==> src/rtl/instruction_fetch.sv <==
// instruction_fetch: fetch stage feeding the field decoder.
//
// Holds the PC, issues word reads to instruction memory, collects the in-order
// responses into a DEPTH-entry FIFO and presents one instruction word plus its
// PC to decode. A redirect flushes buffered words and discards any responses
// still in flight.
//
// Ports:
//   clock, reset                     rising-edge clock, async active-high reset
//   imem_req_valid/addr/ready        word read request channel (addr[1:0]=00)
//   imem_rsp_valid/data              in-order read data, never back-pressured
//   instr_valid/instruction/instr_pc FIFO head toward decode
//   instr_ready                      decode consumes the head this cycle
//   redirect_valid/redirect_pc       control-flow change to a new PC
module instruction_fetch #(
  parameter logic [31:0] RESET_PC = 32'h0000_0000,
  parameter int          DEPTH    = 2
) (
  input  logic        clock,
  input  logic        reset,
  output logic        imem_req_valid,
  output logic [31:0] imem_req_addr,
  input  logic        imem_req_ready,
  input  logic        imem_rsp_valid,
  input  logic [31:0] imem_rsp_data,
  output logic        instr_valid,
  output logic [31:0] instruction,
  output logic [31:0] instr_pc,
  input  logic        instr_ready,
  input  logic        redirect_valid,
  input  logic [31:0] redirect_pc
);

  localparam int CW = $clog2(DEPTH) + 1;
  localparam int PW = (DEPTH > 1) ? $clog2(DEPTH) : 1;

  logic [31:0]   pc;
  logic [CW-1:0] inflight;
  logic [CW-1:0] drop;
  logic [CW-1:0] fifo_count;
  logic [PW-1:0] fifo_rd, fifo_wr;
  logic [PW-1:0] tag_rd, tag_wr;
  logic [31:0]   fifo_data [DEPTH];
  logic [31:0]   fifo_pc   [DEPTH];
  logic [31:0]   tag_pc    [DEPTH];

  logic [CW:0]   occupancy;
  logic          req_fire;
  logic          push;
  logic          pop;

  function automatic logic [PW-1:0] ptr_inc(input logic [PW-1:0] p);
    return (p == PW'(DEPTH - 1)) ? '0 : p + PW'(1);
  endfunction

  // Credit check uses registered occupancy only; a same-cycle pop does not
  // free a slot until the next cycle.
  assign occupancy      = {1'b0, inflight} + {1'b0, fifo_count};
  assign imem_req_valid = !reset && !redirect_valid && (occupancy < (CW+1)'(DEPTH));
  assign imem_req_addr  = pc;
  assign req_fire       = imem_req_valid && imem_req_ready;

  assign instr_valid    = (fifo_count != '0);
  assign instruction    = fifo_data[fifo_rd];
  assign instr_pc       = fifo_pc[fifo_rd];
  assign pop            = instr_valid && instr_ready;

  // A response in the redirect cycle belongs to the old stream.
  assign push           = imem_rsp_valid && (drop == '0) && !redirect_valid;

  always_ff @(posedge clock or posedge reset) begin
    if (reset) begin
      pc         <= RESET_PC;
      inflight   <= '0;
      drop       <= '0;
      fifo_count <= '0;
      fifo_rd    <= '0;
      fifo_wr    <= '0;
      tag_rd     <= '0;
      tag_wr     <= '0;
      for (int i = 0; i < DEPTH; i++) begin
        fifo_data[i] <= '0;
        fifo_pc[i]   <= '0;
        tag_pc[i]    <= '0;
      end
    end else begin
      // Tag queue tracks the PC of every outstanding request, dropped or not.
      if (req_fire) begin
        pc             <= pc + 32'd4;
        tag_pc[tag_wr] <= pc;
        tag_wr         <= ptr_inc(tag_wr);
      end
      if (imem_rsp_valid) begin
        tag_rd <= ptr_inc(tag_rd);
      end
      inflight <= inflight + CW'(req_fire) - CW'(imem_rsp_valid);

      if (redirect_valid) begin
        pc         <= {redirect_pc[31:2], 2'b00};
        fifo_count <= '0;
        fifo_rd    <= '0;
        fifo_wr    <= '0;
        drop       <= inflight - CW'(imem_rsp_valid);
      end else begin
        if (imem_rsp_valid && (drop != '0)) begin
          drop <= drop - CW'(1);
        end
        if (push) begin
          fifo_data[fifo_wr] <= imem_rsp_data;
          fifo_pc[fifo_wr]   <= tag_pc[tag_rd];
          fifo_wr            <= ptr_inc(fifo_wr);
        end
        if (pop) begin
          fifo_rd <= ptr_inc(fifo_rd);
        end
        fifo_count <= fifo_count + CW'(push) - CW'(pop);
      end
    end
  end

  rsp_needs_request: assert property (@(posedge clock) disable iff (reset)
    imem_rsp_valid |-> (inflight != '0));

  drop_within_inflight: assert property (@(posedge clock) disable iff (reset)
    drop <= inflight);

endmodule
==> config.mk <==
export PLATFORM = sky130hd
export DESIGN_NAME = instruction_fetch
export DESIGN_NICKNAME = d
export VERILOG_FILES = /design/src/rtl/instruction_fetch.sv
export SDC_FILE = /design/constraint.sdc
export NUM_CORES = 1
export LEC_CHECK = 0
export CORE_UTILIZATION = 49
export CTS_CLUSTER_DIAMETER = 80
export DETAILED_ROUTE_END_ITERATION = 8
export GPL_ROUTABILITY_DRIVEN = 0
export PLACE_DENSITY = 0.79
export SLEW_MARGIN = 20
export SYNTH_ARGS = -nofsm -noshare
export SYNTH_HDL_FRONTEND = slang
export SYNTH_SLANG_ARGS = --single-unit
==> constraint.sdc <==
create_clock -name clock -period 7.6 [get_ports clock]
set_clock_uncertainty 0.2 [all_clocks]
set_input_delay 1.14 -clock clock [delete_from_list [all_inputs] [get_ports clock]]
set_output_delay 1.14 -clock clock [all_outputs]
set_load 0.005 [all_outputs]
Yosys cells after proc, flatten, opt, wreduce, memory -nomap -nowiden

Cells that the tools add are included.

Reductions and logical operators: 19
Add/sub/neg operators: 12
Bitwise gates (word level): 5
Muxes and demuxes: 29
Order comparisons: 7

Operator list:

| cell                                                        | count |
|---|---|
| two-way mux 32 bit                                          | 13 |
| bitwise mux 64 bit                                          | 3 |
| demux 32 bit (select 1 bit)                                 | 2 |
| adder 32 x 3 -> 32 bit (second input constant)              | 1 |
| nonzero test 2 bit                                          | 6 |
| logical AND 1 bit                                           | 9 |
| greater-or-equal comparator 2 bit (second input constant)   | 4 |
| two-way mux 1 bit                                           | 8 |
| inverter 1 -> 2 bit                                         | 4 |
| two-way mux 2 bit                                           | 3 |
| subtractor 2 x 1 -> 2 bit                                   | 3 |
| adder 1 bit (second input constant)                         | 4 |
| adder 2 x 1 -> 2 bit                                        | 2 |
| less-than comparator 2 x 1 -> 1 bit (second input constant) | 2 |
| adder 2 x 2 -> 3 bit                                        | 1 |
| less-than comparator 3 x 2 -> 1 bit (second input constant) | 1 |
| zero test 1 bit                                             | 2 |
| zero test 2 bit                                             | 1 |
| AND reduction 2 bit                                         | 1 |
| subtractor 2 x 1 -> 2 bit (second input constant)           | 1 |
| inverter 1 bit                                              | 1 |

Output and inout port bits: 98
Word-level logic and storage cells: 86
Input bits: 70
Flip-flop bits (word level): 234

Depth between registers and ports, before layout

Depth after elaboration: 6
Depth in mapped cells: 12
Gate-level depth less buffers: 10

Least setup slack after synthesis

No wires, ideal clock.

Path kind: in2out
Start point: input redirect_valid
End point: output imem_req_valid
Cell stages on the path: 5
Slack: 4.190 ns
Buffers on the path: 3
Data arrival time: 2.070 ns
Cells stage by stage: buf_6 > or4_4 > buf_6 > inv_2 > buf_2

Word-level cells in the longest chain between the ends: 3

RTL lines:

| item                            | RTL line | RTL |
|---|---|---|
| start, declared                 | 30       | `input logic redirect_valid,` |
| zero test 1 bit                 | 59       | `assign imem_req_valid = !reset && !redirect_valid && (occupancy < (CW+1)'(DEPTH));` |
| logical AND 1 bit (2 in series) | 59       |  |
| end, declared                   | 21       | `output logic imem_req_valid,` |

No other way between the ends.

Final worst setup path

Same ends and word-level chain as after synthesis.

==> impl_metrics.json <==
{
  "status": "complete, no violations",
  "crit_path_cell_trace": "clkdlybuf4s50_1 > buf_4 > or4_4 > inv_2 > clkdlybuf4s50_1",
  "p_clk_frac": 0.235,
  "fin_nets": 1064,
  "path_max_fanout": 44,
  "core-area_mm2": 0.0204,
  "synthTopCellsByArea": "dfrtp_1, mux2_2, mux2i_1, mux2_4, nand2_1",
  "rsz0062_at_grt": "no",
  "vias": 7209,
  "syn_inst": 847,
  "worstPathRequired_ns": 6.26,
  "netlist.area_leader.share": 0.546,
  "r2r-end": "inflight[1]$_DFF_PP0_",
  "max-cap-violations": 0,
  "p_int_mw": 3.47,
  "finalSetupTns_ns": 0,
  "tightest_slew_ns": 1.06,
  "synth-edff-count": 0,
  "postRouteAntennaNets": 0,
  "grt_pass1_wl_um": 38400,
  "period_minus_slack_ns": 4.55,
  "grt_max_degree": 143,
  "cpMaxStageDelayCell": "or4_4",
  "ir_drop_v": 0.000220,
  "netlist_area_mm2": 0.0103,
  "n_fill_cell": 1593,
  "cts_resized": 0,
  "port_buffers": 161,
  "clock_path_buffers": 3,
  "combinationalPowerShare": 0.352,
  "clkTransAtPathRegs_ns": 0.05,
  "track_usage": 0.222,
  "setup_violations": 0,
  "start_util": 0.504,
  "placedCellCount": 1230,
  "grt_pass1_vias": 7305,
  "fin_crit_sh": 0.599,
  "dp_hpwl_um": 15100,
  "hp-start": "fifo_pc[23]$_DFFE_PP0P_",
  "synth_cell_types": 49,
  "antennaDiodeCount": 0,
  "reg2reg_slack_ns": 3.80,
  "pin_count": 168,
  "timing_worst_setup_path_type": "in -> out",
  "r2r_start": "inflight[0]$_DFF_PP0_",
  "final_hold_viol_count": 0,
  "drv_slew": 0,
  "drt-total-wl_um": 23300,
  "die_area_mm2": 0.0215,
  "vias_per_cell": 5.66,
  "syn2layout_area_growth_pct": 25.0,
  "sw_frac_of_total": 0.291,
  "async_flop_share": 1.00,
  "cts.sinks": 224,
  "critPathArrivalTime_ns": 3.21,
  "drt_iter0_drc": 425,
  "layout-drive-gt1-share": 0.240,
  "fp.dieW_um": 147,
  "cp-start-kind": "input port",
  "grt_antenna_before_repair": 0,
  "pwr-share-seq": 0.413,
  "crit_path_end_kind": "output port",
  "yosys.area.top_type": "dfrtp_1",
  "powerDensity_mw_per_mm2": 381,
  "firstDrtPassIters": 5,
  "cpPeakStageDelay_ns": 0.60,
  "cts_buffers": 24,
  "cp_common_cell": "clkdlybuf4s50_1",
  "post_cts_buffers": 0,
  "clock_latency_ns": 0.51,
  "synth_warnings": 0,
  "grt-ovfl-total": 0,
  "cts_root_buf": "clkbuf_16",
  "drc": 0,
  "wl_per_cell_um": 18.3,
  "synth-main-ff-cell": "dfrtp_1",
  "cts_hold_buf": 0,
  "hold_path_end": "fifo_pc[23]$_DFFE_PP0P_",
  "worstRegToRegCells": 10,
  "p_sw_mw": 1.42,
  "h-tree-depth": 1,
  "cts_tree": "done",
  "die_h_um": 147,
  "synth.avg_cell_area_um2": 12.1,
  "row_count": 52,
  "relSlewSlack": 0.295,
  "ys_ff_latch": 224,
  "p_leak_nw": 5.68,
  "hold_path.class": "reg -> reg",
  "hold_path_depth": 2,
  "stdcell_count": 1273,
  "fmax_ghz": 0.220,
  "yosysSeqAreaShare": 0.546
}
[flip-flops by register name, indices dropped and copies added, names as in the netlist]
name and cells:
drop 2, fifo_count 2, fifo_data 64, fifo_pc 60
fifo_rd 1, fifo_wr 1, imem_req_addr 30, inflight 2
tag_pc 60, tag_rd 1, tag_wr 1
[worst max path at each step]
stage                            endpoint  cells past startpoint           start  slack (ns)
floorplan             drop[0]$_DFFE_PP0P_                      1           reset        0.13
detailed placement  inflight[1]$_DFF_PP0_                     10  redirect_valid        3.05
global route               imem_req_valid                      5  redirect_valid        2.96
finish                     imem_req_valid                      5  redirect_valid        3.05
CTS                        imem_req_valid                      5  redirect_valid        3.08
global placement           imem_req_valid                      5  redirect_valid        3.09
[synthesized netlist by cell type (all sizes together) (3+ instances only)]
cell type,number
nand4,18
a22oi,7
buf,18
xnor2,6
a21o,6
ha,7
a21oi,35
and4,5
a221o,9
nor4,5
nand3,23
nor3,12
inv,15
and3,3
o311ai,9
nor2,45
and2,3
clkbuf,41
o21ai,45
xor2,3
o211ai,5
nand2,61
nor2b,3
mux2i,31
or4,6
dfrtp,224
mux2,181
[cell type report]
type,instances,area (um^2),area share
timing repair buffer,169,1680,0.131
clock buffer,34,719,0.0560
sequential,224,5610,0.437
multi-input combinational,552,4350,0.339
inverter,15,63.8,0.00497
clock inverter,9,77.6,0.00604
tap,270,338,0.0263
[cells in the final DEF, fill, tap and decap left out, drive strengths merged, types with 8 or more instances in the layout]
cell / instances
buf: 8
nor2: 45
a221o: 9
o311ai: 9
nand3: 23
clkinv: 8
mux2i: 31
o21ai: 45
mux2: 181
dfrtp: 224
nand4: 18
nor3: 12
inv: 15
a21oi: 35
nand2: 61
clkdlybuf4s50: 161
clkbuf: 34
[critical path, delay by kind of cell]
family	cells	cell delay (ns)
buffers and inverters	4	1.46
AND/OR/NAND/NOR	1	0.60
[per-stage QoR]
| step | cell area, um^2 | setup WS (ns) | total power [mW] | hold WS (ns) | utilization |
|---|---|---|---|---|---|
| floorplan | 10300 | 0.126 | 2.98 | 0.244 | - |
| global placement | 12000 | 3.09 | 3.70 | 0.256 | 0.591 |
| detailed placement | 12000 | 3.05 | 3.77 | 0.265 | 0.591 |
| CTS | 12800 | 3.08 | 4.94 | 0.278 | 0.630 |
| global route | 12800 | 2.96 | 5.19 | 0.296 | 0.630 |
| finish | 12800 | 3.05 | 4.89 | 0.273 | 0.630 |
[cell families (layout without fill, tap and decap cells)]
| kind of cell | Yosys count | in the layout | synth area share |
|---|---|---|---|
| XOR/XNOR | 9 | 9 | 0.00767 |
| AND/OR/NAND/NOR | 195 | 195 | 0.0928 |
| flip-flops | 224 | 224 | 0.546 |
| adder cells (fa/ha/maj) | 8 | 8 | 0.0105 |
| buffers and inverters | 74 | 227 | 0.0323 |
| multiplexers | 212 | 212 | 0.236 |
| AO/OA/AOI/OAI | 124 | 124 | 0.0750 |
| other | 1 | 4 | 0.000365 |
[per-layer routing]
metal / wire length [um] / vias to the layer above / track usage
met5: 0 / - / 0
met4: 510 / 0 / 0.0656
met3: 1560 / 41 / 0.0410
met2: 10800 / 254 / 0.357
met1: 10400 / 3573 / 0.308
li1: - / 3341 / -
[power by group through the flow]
stage | sequential (mW) | combinational (mW) | clock, mW
global placement | 2.01 | 1.69 | 0
floorplan | 1.89 | 1.09 | 0
detailed placement | 2.04 | 1.73 | 0
global route | 2.09 | 1.88 | 1.23
CTS | 2.02 | 1.74 | 1.18
finish | 2.02 | 1.72 | 1.15
(Power assumes the default switching activity.)
